--- config.mk ---
export PLATFORM = sky130hd
export DESIGN_NAME = clk_div_multi
export DESIGN_NICKNAME = d
export VERILOG_FILES = /design/src/rtl/clk_div_pkg.sv /design/src/rtl/clk_div_chan.sv /design/src/rtl/clk_div_multi.sv
export SDC_FILE = /design/constraint.sdc
export NUM_CORES = 1
export LEC_CHECK = 0
export CORE_MARGIN = 1.5
export CORE_UTILIZATION = 25
export CTS_BUF_LIST = sky130_fd_sc_hd__clkbuf_4 sky130_fd_sc_hd__clkbuf_8 sky130_fd_sc_hd__clkbuf_16
export CTS_CLUSTER_SIZE = 10
export DETAILED_ROUTE_END_ITERATION = 6
export GPL_TIMING_DRIVEN = 0
export PLACE_DENSITY = 0.4
export SETUP_SLACK_MARGIN = 0.5
export SKIP_LAST_GASP = 1
export SLEW_MARGIN = 20
export SYNTH_ARGS = -nofsm -noshare
export SYNTH_HDL_FRONTEND = slang
export SYNTH_SLANG_ARGS = --single-unit
--- constraint.sdc ---
create_clock -name CLK_50M -period 12.6 [get_ports CLK_50M]
set_input_delay 1.26 -clock CLK_50M [delete_from_list [all_inputs] [get_ports CLK_50M]]
set_output_delay 1.26 -clock CLK_50M [all_outputs]
set_load 0.005 [all_outputs]
--- src/rtl/clk_div_pkg.sv ---
// Shared types and defaults for the multi-channel programmable clock divider.
package clk_div_pkg;

    typedef enum logic {
        MODE_SQUARE = 1'b0,
        MODE_PULSE  = 1'b1
    } mode_t;

    // 1 Hz square output from a 50 MHz board clock.
    localparam int unsigned DEFAULT_DIV_C = 25000000;

    function automatic int ch_width(input int n);
        return (n > 1) ? $clog2(n) : 1;
    endfunction

endpackage

--- src/rtl/clk_div_chan.sv ---
// One divider channel: up-counter, active/shadow divisor, mode and registered outputs.
module clk_div_chan
    import clk_div_pkg::*;
#(
    parameter int          W           = 26,
    parameter int unsigned DEFAULT_DIV = DEFAULT_DIV_C
) (
    input  logic         clk,
    input  logic         rst_n,
    input  logic         en,
    input  logic         wr,
    input  logic [W-1:0] wr_div,
    input  logic         wr_mode,
    input  logic         restart,
    output logic         clk_out,
    output logic         tick
);

    logic [W-1:0] cnt_q, cnt_d;
    logic [W-1:0] div_a_q, div_a_d;
    logic [W-1:0] div_s_q, div_s_d;
    logic         pend_q, pend_d;
    mode_t        mode_q, mode_d;
    logic         clk_q, clk_d;
    logic         tick_q, tick_d;

    logic         pend_nxt;
    logic         at_tc;

    always_comb begin
        cnt_d    = cnt_q;
        div_a_d  = div_a_q;
        clk_d    = clk_q;
        tick_d   = 1'b0;
        // A write reshapes the output from this very cycle on.
        mode_d   = wr ? mode_t'(wr_mode) : mode_q;
        div_s_d  = wr ? wr_div : div_s_q;
        pend_nxt = pend_q | wr;
        pend_d   = pend_nxt;
        at_tc    = (cnt_q >= div_a_q - W'(1));

        if (restart) begin
            cnt_d   = '0;
            clk_d   = 1'b0;
            div_a_d = pend_nxt ? div_s_d : div_a_q;
            pend_d  = 1'b0;
        end else if (div_a_q == '0) begin
            cnt_d   = '0;
            clk_d   = 1'b0;
            div_a_d = pend_nxt ? div_s_d : div_a_q;
            pend_d  = 1'b0;
        end else if (!en) begin
            clk_d = (mode_d == MODE_PULSE) ? 1'b0 : clk_q;
        end else if (at_tc) begin
            cnt_d   = '0;
            tick_d  = 1'b1;
            clk_d   = (mode_d == MODE_PULSE) ? 1'b1 : ~clk_q;
            // Divisor swaps only on a period boundary, so no period is truncated.
            div_a_d = pend_nxt ? div_s_d : div_a_q;
            pend_d  = 1'b0;
        end else begin
            cnt_d = cnt_q + W'(1);
            clk_d = (mode_d == MODE_PULSE) ? 1'b0 : clk_q;
        end
    end

    always_ff @(posedge clk or negedge rst_n) begin
        if (!rst_n) begin
            cnt_q   <= '0;
            div_a_q <= W'(DEFAULT_DIV);
            div_s_q <= W'(DEFAULT_DIV);
            pend_q  <= 1'b0;
            mode_q  <= MODE_SQUARE;
            clk_q   <= 1'b0;
            tick_q  <= 1'b0;
        end else begin
            cnt_q   <= cnt_d;
            div_a_q <= div_a_d;
            div_s_q <= div_s_d;
            pend_q  <= pend_d;
            mode_q  <= mode_d;
            clk_q   <= clk_d;
            tick_q  <= tick_d;
        end
    end

    assign clk_out = clk_q;
    assign tick    = tick_q;

endmodule

--- src/rtl/clk_div_multi.sv ---
// NCH independent programmable dividers with per-channel write decode and shared restart.
module clk_div_multi
    import clk_div_pkg::*;
#(
    parameter int          NCH         = 4,
    parameter int          W           = 26,
    parameter int unsigned DEFAULT_DIV = DEFAULT_DIV_C
) (
    input  logic                       CLK_50M,
    input  logic                       nCLR,
    input  logic [NCH-1:0]             en,
    input  logic                       wr_en,
    input  logic [ch_width(NCH)-1:0]   wr_ch,
    input  logic [W-1:0]               wr_div,
    input  logic                       wr_mode,
    input  logic                       restart,
    output logic [NCH-1:0]             CLK_Out,
    output logic [NCH-1:0]             Tick
);

    logic [NCH-1:0] wr_sel;

    // Addresses at or beyond NCH match no channel and are dropped.
    always_comb begin
        wr_sel = '0;
        for (int i = 0; i < NCH; i++) begin
            wr_sel[i] = wr_en && (int'(wr_ch) == i);
        end
    end

    for (genvar g = 0; g < NCH; g++) begin : g_chan
        clk_div_chan #(
            .W           (W),
            .DEFAULT_DIV (DEFAULT_DIV)
        ) u_chan (
            .clk     (CLK_50M),
            .rst_n   (nCLR),
            .en      (en[g]),
            .wr      (wr_sel[g]),
            .wr_div  (wr_div),
            .wr_mode (wr_mode),
            .restart (restart),
            .clk_out (CLK_Out[g]),
            .tick    (Tick[g])
        );
    end

endmodule

==> flow_metrics.tcl <==
set metrics [dict create \
    numCtsBuffers 41 \
    postCtsSetupBuffers 0 \
    die_height_um 273 \
    postRouteWirelength_mm 47.3 \
    cp.required_ns 13.04 \
    ys_warn_count 0 \
    ctsResizeCount 0 \
    n_fill_cell 7499 \
    worstSkewPairLatency_ns 0.57 \
    crit_path_end_kind "register" \
    synth_largest_area_cell "dfrtp_1" \
    place_congestion 0.774 \
    synth.net_count 1784 \
    crit_fanout 10 \
    finalClockSkew_ns 0.0172 \
    die_area_um2 74600 \
    maxSlewHeadroom 0.349 \
    use_met3 0.0221 \
    grt_usage 0.129 \
    htreeDepth 2 \
    clk_pin_slew_ns 0.06 \
    fin_setup_tns_ns 0 \
    wl_per_cell_um 17.4 \
    min_period_ns 5.77 \
    drc 0 \
    grt_pass1_vias 12900 \
    final_nets 1873 \
    status "finished, final reports clean" \
    grt_util_met2 0.197 \
    drt_pass1_iterations 5 \
    max_freq_mhz 173 \
    postCtsHoldBufs 0 \
    ys_types 79 \
    io_pins 45 \
    tightest_slew_ns 0.972 \
    hold_path_class "register to register" \
    ys_ff_latch 328 \
    tritoncts "done" \
    synth_edf_count 0 \
    die_width_um 273 \
    place_ws_ns 6.90 \
    leakagePower_uw 0.00875 \
    async_flop_share 1.00 \
    crit_arrival_ns 6.21 \
    critPathKind "register to register" \
    syn_area_um2 18200 \
    fin_crit_sh 0.458 \
    num_rows 98 \
    yosysSeqAreaShare 0.457 \
    core_um2 71900 \
    critPathLaunchType "register" \
    vdd_drop_max_mv 0.0949 \
    p_per_area_nw_per_um2 162 \
    drv_slew 0 \
    synthCells 1635 \
    synthTopCellsByCount "232 x dfrtp_1, 174 x mux2_2, 143 x nor2_1, 120 x xnor2_1, 112 x ha_1" \
    grt_max_degree 93 \
    top_usage_layer "met2" \
    layout-drive-gt1-share 0.250 \
    syn_area_per_cell_um2 11.2 \
    synth_area_leaders "dfrtp_1 32%, dfstp_2 14%, mux2_2 11%, ha_1 7.7%, xnor2_1 5.8%" \
    cts_max_path_buffers 3 \
    ant_nets 0 \
    cts_root_buf "clkbuf_16" \
    synth_flop_cell "dfrtp_1" \
    grt_pass1_wl_mm 75.3 \
    yosysMostFrequentCell "dfrtp_1" \
    antenna_found_initial 7 \
    worst_slack_ns 6.83 \
    overflow 0 \
    synth_top_area_share 0.318 \
    io_buffers 43 \
    post_drt_via_cell_ratio 4.65 \
    syn2layout_area_growth_pct 16.9 \
    hold_violations 0 \
    start_util 0.254 \
    via_count 12600 \
    grtUsageMet1 0.190 \
    drv_cap 0 \
    drt_iter0_drc 771 \
    finalSetupViolCount 0 \
    clock_sinks 328 \
    rsz0062_at_grt "false" \
    dp_hpwl_mm 34.6 \
]
==> per-stage QoR <==
stage	std cells	util	instance area, µm²	hold slack, ns	power [µW]
floorplan	1635	-	18200	0.447	2050
global placement	2628	0.276	19900	0.474	2270
detailed placement	2631	0.277	19900	0.477	2300
CTS	2707	0.296	21300	0.493	3520
global route	2707	0.296	21300	0.505	3680
finish	2711	0.297	21300	0.490	3450
==> layout make-up <==
type / count / area [µm²] / share of cell area
inverters: 35 / 131 / 0.00616
repair buffers: 46 / 518 / 0.0243
flip-flops and latches: 328 / 8330 / 0.391
clock buffers: 71 / 1330 / 0.0623
diodes: 4 / 10.0 / 0.000470
multi-input cells: 1215 / 9440 / 0.443
clock inverters: 5 / 28.8 / 0.00135
well taps: 950 / 1190 / 0.0558
plain buffers: 57 / 339 / 0.0159
==> critical path: stages (launching register included) <==
cell      delay [ns]
dfrtp_1         0.40
inv_1           0.09
ha_1            0.21
or4b_4          0.50
or2_2           0.33
or3_1           0.49
nor3_1          0.38
nand2_1         0.12
xor2_1          0.17
ha_1            0.31
nand4_1         0.20
nor4_1          0.63
and3_1          0.24
a221oi_1        0.09
a21oi_1         0.57
o22ai_2         0.31
buf_2           0.31
mux2_2          0.30
==> where the power goes <==
part | internal [µW] | total, µW | leakage, µW | switching (µW)
clock | 717 | 1180 | 0.000697 | 466
sequential | 1320 | 1520 | 0.00401 | 201
combinational | 390 | 741 | 0.00405 | 351
==> path summary, 6_finish.rpt <==
kind                                              start                      endpoint  slack, ns  depth (start not counted)
hold / removal             g_chan[2].u_chan.div_s_q[17]  g_chan[2].u_chan.div_s_q[17]       0.49                          1
setup / recovery            g_chan[0].u_chan.div_a_q[0]  g_chan[0].u_chan.div_a_q[10]       6.83                         17
min in group asynchronous                          nCLR     g_chan[0].u_chan.cnt_q[8]       0.64                          1
setup reg to reg            g_chan[0].u_chan.div_a_q[0]  g_chan[0].u_chan.div_a_q[10]       6.83                         17
hold reg to reg            g_chan[2].u_chan.div_s_q[17]  g_chan[2].u_chan.div_s_q[17]       0.49                          1
max in group asynchronous                          nCLR  g_chan[3].u_chan.div_s_q[16]      11.05                          2
==> kinds of logic (layout without fill, tap and decap cells) <==
group / count (synthesis) / in the layout / share of synthesized area
adders and majority gates: 112 / 112 / 0.0769
muxes: 214 / 214 / 0.136
and+or+nand+nor: 561 / 561 / 0.164
AOI/OAI and AO/OA: 159 / 159 / 0.0590
buffers and inverters: 92 / 214 / 0.0258
xor gates and xnor gates: 169 / 169 / 0.0812
other: 0 / 4 / 0
DFF: 328 / 328 / 0.457
==> state kept, by name, indices dropped and copies added (netlist names) <==
name,flops
g_chan.u_chan.cnt_q,104
g_chan.u_chan.div_a_q,104
g_chan.u_chan.div_s_q,104
g_chan.u_chan.clk_out,4
g_chan.u_chan.mode_q,4
g_chan.u_chan.pend_q,4
g_chan.u_chan.tick,4
==> metal layers <==
| layer | vias to the layer above | part of all wire |
|---|---|---|
| met4 | 0 | 0.015 |
| met3 | 52 | 0.037 |
| met2 | 178 | 0.43 |
| met1 | 6292 | 0.51 |
| met5 | - | 0 |
| li1 | 6091 | - |
==> layout by cell type, fill, tap and decap left out, types with 9 or more instances in the layout <==
| cell type | n |
|---|---|
| mux2_2 | 174 |
| xnor2_1 | 120 |
| o21ai_0 | 23 |
| clkbuf_4 | 23 |
| a21o_1 | 19 |
| buf_2 | 14 |
| nand4_1 | 32 |
| dfrtp_1 | 232 |
| or4_1 | 17 |
| or2_2 | 11 |
| nand2_1 | 85 |
| nand2b_1 | 9 |
| clkbuf_16 | 44 |
| and3_1 | 19 |
| nor4_1 | 43 |
| mux2_1 | 18 |
| clkbuf_1 | 24 |
| dfstp_2 | 96 |
| nand3_1 | 62 |
| nor3_1 | 57 |
| clkdlybuf4s50_1 | 42 |
| a21oi_1 | 53 |
| mux2_4 | 20 |
| and4_1 | 12 |
| xor2_1 | 49 |
| ha_1 | 112 |
| nor2_1 | 143 |
| inv_1 | 35 |
| or3_1 | 10 |
(Power assumes the default switching activity.)
